==> src/rtl/vga_timing_gen.sv <==
// vga_timing_gen: VGA raster counters, pixel request and latency-matched DAC drive
module vga_timing_gen #(
  parameter int H_ACTIVE = 640,
  parameter int H_FP     = 16,
  parameter int H_SYNC   = 96,
  parameter int H_BP     = 48,
  parameter int V_ACTIVE = 480,
  parameter int V_FP     = 10,
  parameter int V_SYNC   = 2,
  parameter int V_BP     = 33,
  parameter int CLK_DIV  = 2,
  parameter int PIX_LAT  = 1
) (
  input  logic       clk,
  input  logic       reset,
  input  logic [7:0] iR,
  input  logic [7:0] iG,
  input  logic [7:0] iB,
  output logic [9:0] oVGA_X,
  output logic [8:0] oVGA_Y,
  output logic       oReq,
  output logic       oFrameStart,
  output logic [7:0] oVGA_R,
  output logic [7:0] oVGA_G,
  output logic [7:0] oVGA_B,
  output logic       oVGA_HS,
  output logic       oVGA_VS,
  output logic       oVGA_BLANK_N,
  output logic       oVGA_SYNC_N
);
  localparam int H_TOTAL = H_ACTIVE + H_FP + H_SYNC + H_BP;
  localparam int V_TOTAL = V_ACTIVE + V_FP + V_SYNC + V_BP;
  localparam int HW = $clog2(H_TOTAL);
  localparam int VW = $clog2(V_TOTAL);
  logic [HW-1:0] hcnt;
  logic [VW-1:0] vcnt;
  logic [1:0] div;
  logic tick, h_end, v_end, act, hs_n, vs_n, hs0, vs0;
  logic [2:0] dl [PIX_LAT];
  assign tick  = div == 2'(CLK_DIV - 1);
  assign h_end = hcnt == HW'(H_TOTAL - 1);
  assign v_end = vcnt == VW'(V_TOTAL - 1);
  assign act   = hcnt < HW'(H_ACTIVE) && vcnt < VW'(V_ACTIVE);
  assign hs_n  = !(hcnt >= HW'(H_ACTIVE + H_FP) && hcnt < HW'(H_ACTIVE + H_FP + H_SYNC));
  assign vs_n  = !(vcnt >= VW'(V_ACTIVE + V_FP) && vcnt < VW'(V_ACTIVE + V_FP + V_SYNC));
  assign oVGA_SYNC_N = 1'b0;
  // pixel-tick divider and raster counters; counters move only on tick
  always_ff @(posedge clk) begin
    if (!reset) begin
      div  <= '0;
      hcnt <= '0;
      vcnt <= '0;
    end else begin
      div <= tick ? '0 : div + 2'd1;
      if (tick) begin
        hcnt <= h_end ? '0 : hcnt + 1'b1;
        if (h_end) vcnt <= v_end ? '0 : vcnt + 1'b1;
      end
    end
  end
  // stage 0: request, coordinates and raw syncs registered on tick
  always_ff @(posedge clk) begin
    if (!reset) begin
      oReq        <= 1'b0;
      oVGA_X      <= '0;
      oVGA_Y      <= '0;
      hs0         <= 1'b1;
      vs0         <= 1'b1;
      oFrameStart <= 1'b0;
    end else begin
      oFrameStart <= tick && hcnt == '0 && vcnt == '0;
      if (tick) begin
        oReq   <= act;
        oVGA_X <= act ? 10'(hcnt) : '0;
        oVGA_Y <= act ? 9'(vcnt) : '0;
        hs0    <= hs_n;
        vs0    <= vs_n;
      end
    end
  end
  // delay {req, hs, vs} by the compositor latency, shifting every clk; idle is syncs high
  always_ff @(posedge clk) begin
    if (!reset) begin
      for (int i = 0; i < PIX_LAT; i++) dl[i] <= 3'b011;
    end else begin
      dl[0] <= {oReq, hs0, vs0};
      for (int i = 1; i < PIX_LAT; i++) dl[i] <= dl[i-1];
    end
  end
  // DAC drive: colour gated by the delayed request so blanking forces black
  always_ff @(posedge clk) begin
    if (!reset) begin
      oVGA_BLANK_N <= 1'b0;
      oVGA_HS      <= 1'b1;
      oVGA_VS      <= 1'b1;
      oVGA_R       <= '0;
      oVGA_G       <= '0;
      oVGA_B       <= '0;
    end else begin
      {oVGA_BLANK_N, oVGA_HS, oVGA_VS} <= dl[PIX_LAT-1];
      oVGA_R <= dl[PIX_LAT-1][2] ? iR : '0;
      oVGA_G <= dl[PIX_LAT-1][2] ? iG : '0;
      oVGA_B <= dl[PIX_LAT-1][2] ? iB : '0;
    end
  end
  // a request must stay put until its colour is sampled
  always_ff @(posedge clk) begin
    assert (CLK_DIV >= PIX_LAT) else $error("vga_timing_gen: CLK_DIV (%0d) < PIX_LAT (%0d)", CLK_DIV, PIX_LAT);
  end
endmodule

==> config.mk <==
export PLATFORM = sky130hd
export DESIGN_NAME = vga_timing_gen
export DESIGN_NICKNAME = d
export VERILOG_FILES = /design/src/rtl/vga_timing_gen.sv
export SDC_FILE = /design/constraint.sdc
export NUM_CORES = 1
export LEC_CHECK = 0
export BUFFER_PORTS_ARGS = -buffer_cell sky130_fd_sc_hd__buf_2
export CAP_MARGIN = 20
export CORE_ASPECT_RATIO = 0.5
export CORE_UTILIZATION = 55
export CTS_CLUSTER_DIAMETER = 80
export DETAILED_ROUTE_END_ITERATION = 8
export PLACE_DENSITY = 0.83
export SLEW_MARGIN = 10
export SYNTH_ARGS = -nofsm -noshare
export SYNTH_HDL_FRONTEND = slang
export SYNTH_SLANG_ARGS = --single-unit
==> constraint.sdc <==
create_clock -name clk -period 4.7 [get_ports clk]
set_input_delay 0.235 -clock clk [delete_from_list [all_inputs] [get_ports clk]]
set_output_delay 0.235 -clock clk [all_outputs]
set_load 0.01 [all_outputs]
==> results.ini <==
[grt]
overflow=0
grt_max_degree=44
antenna_found_initial=0
grt_pass1_vias=2036
grt_usage_pct=23.4
grt_pass1_wl_mm=9.25

[synth]
synth_area_leaders=dfxtp_1 (55%), and3_1 (6.2%), a22o_1 (5.8%)
synthesis.area_mm2=0.00271
synth-seq-cells=75
yosys.area_share.simple_pct=23.2
synth_compound_area_share_pct=10.6
synth_top_family_by_area=simple AND/OR/NAND/NOR gates
synth_edf_count=0
syn_nets=294
yosysWarningCount=0
synth_top_area_cell=dfxtp_1
ys.flop_type=dfxtp_1
syn_inst=263
yosysUniqueCellTypes=40
synth_xor_area_share_pct=3.88
synth_top_area_share_pct=55.4
synthAdderAreaFrac_pct=2.31
synth_mux_area_share_pct=0
synthArstFlopShare_pct=0
syn-mean-instance-area_um2=10.3
ys_seq_area_share_pct=55.4

[clock_network]
cts_sinks=75
numCtsBuffers=9
cts_tree=built
htreeDepth=3
root_buffer=clkbuf_8
clk_pin_slew_ns=0.09
clock_latency_ns=0.34
cts_resized=0
postCtsSetupRepairBufs=0
cts_buffer_depth=2
cts_hold_buf=0

[sta]
maxSlewViolCount=0
finalCriticalPeriod_ns=2.07
fmax_ghz=0.482
hold_viol=0
relSlewSlack_pct=48.3
rsz0062_at_grt=no
fin_setup_tns_ns=0
worstMarginPinSlew_ns=0.774
skew_ns=0.0115
setup_violations=0
finalCritPeriodShare_pct=44.1

[floorplanning]
ios=75
die_w_um=101
start_util_pct=59.5
core_area_mm2=0.00455
die_h_um=51.6
std_cell_rows=17
dieArea_mm2=0.00523

[critical_path]
cp_data_required_time_ns=4.93
path_class=reg2reg
path_max_fanout=13
worstSetupStartpoint=div[0]
worstSetupEndpointType=register
arrival_ns=2.30
start_kind=register
r2r-start=div[0]

[hold_path]
min_path_type=in2reg
hold_start=iB[3]

[detailed_routing]
wl_per_cell_um=14.0
viasPerCell=5.45
num_vias=2176
drc=0
firstDrtPassIters=5
antenna_left=0
drt_iter0_markers=145
wl_mm=5.59

[run]
maxCapViolations=0

[placement]
placed_cell_area_mm2=0.00308
post-dp-hpwl_mm=3.86
io_buffers=73
gp_congestion=0.799

[pwr]
vdd_drop_max_mv=0.174
power_uw=1200
p_leak_uw=0.00152
p_per_area_mw_per_mm2=366

[finish]
n_antenna_cell=0
drive_gt1_share_pct=29.7
final_cell_mix=dfxtp_1 (75), buf_2 (73), and3_1 (27), a22o_1 (18), nand3_1 (13)
area_growth_pct=20.8
nFillCells=320
final_cell_area_mm2=0.00327
nets=359
mostFrequentLayoutCell=dfxtp_1

[status]
status=finished clean

per-layer routing:
layer / GRT usage (%) / vias to the layer above / wire (um)
met4: 10.4 / 0 / 55
met1: 26.9 / 1030 / 2460
met3: 9.01 / 9 / 441
li1: - / 1058 / -
met5: 0 / - / 0
met2: 39.5 / 79 / 2630
critical path: stages (launching register included):
cell and delay (ns):
dfxtp_1 0.36, ha_1 0.44, nand4_1 0.30, or3_4 0.50, o21ai_4 0.27, nor2_1 0.08
worst paths after layout:
check / to / slack [ns] / cells past startpoint
setup / recovery: vcnt[3] / 2.63 / 5
hold / removal: oVGA_B[3] / 0.13 / 2
setup reg to reg: vcnt[3] / 2.63 / 5
hold reg to reg: oVGA_VS / 0.42 / 1
power breakdown:
part           switching, uW  leakage [uW]  internal (uW)
logic                   43.5      0.000817           31.7
clock network            258     0.0000947            205
registers               10.7      0.000606            649
registers in the layout, indices dropped and copies added, names as in the netlist, 2 cells and up:
name and cells:
div 2, dl 3, hcnt 10, oVGA_B 8, oVGA_G 8, oVGA_R 8
oVGA_X 10, oVGA_Y 9, vcnt 10
final cells by class:
class                      count  area [um^2]  area share (%)
inverter                       7         26.3           0.803
timing repair buffer          74          373            11.4
multi-input combinational    161         1100            33.6
tap                           66         82.6            2.52
clock buffer                   9          124            3.79
clock inverter                 7         65.1            1.99
sequential                    75         1500            45.9
stage by stage:
step	instances	hold WS [ns]	worst slack, ns	util, %
floorplan	263	0.386	3.10	-
global placement	383	0.391	2.61	67.6
detailed placement	383	0.392	2.49	67.6
CTS	399	0.115	2.48	71.7
global route	399	0.0998	2.49	71.9
finish	399	0.125	2.63	71.9
cell families (layout without fill, tap and decap cells):
kind of cell | after synthesis | after routing
flops | 75 | 75
buf+inv | 27 | 97
other cells | 1 | 1
fa+ha+maj | 5 | 5
simple gates | 106 | 106
xor+xnor | 12 | 12
compound gates | 37 | 37
cells in the mapped netlist, types with 3 or more instances:
cell / number
a21boi_0: 3
a21oi_1: 5
a22o_1: 18
and2_1: 5
and3_1: 27
buf_2: 5
clkbuf_1: 13
dfxtp_1: 75
ha_1: 5
inv_1: 7
nand2_1: 12
nand2b_1: 4
nand3_1: 13
nand4_1: 5
nor2_1: 11
nor2b_1: 4
nor3_1: 4
nor4_1: 4
o21ai_0: 5
or3_1: 3
or4_1: 3
xnor2_1: 7
xor2_1: 5
(Power assumes the default switching activity.)
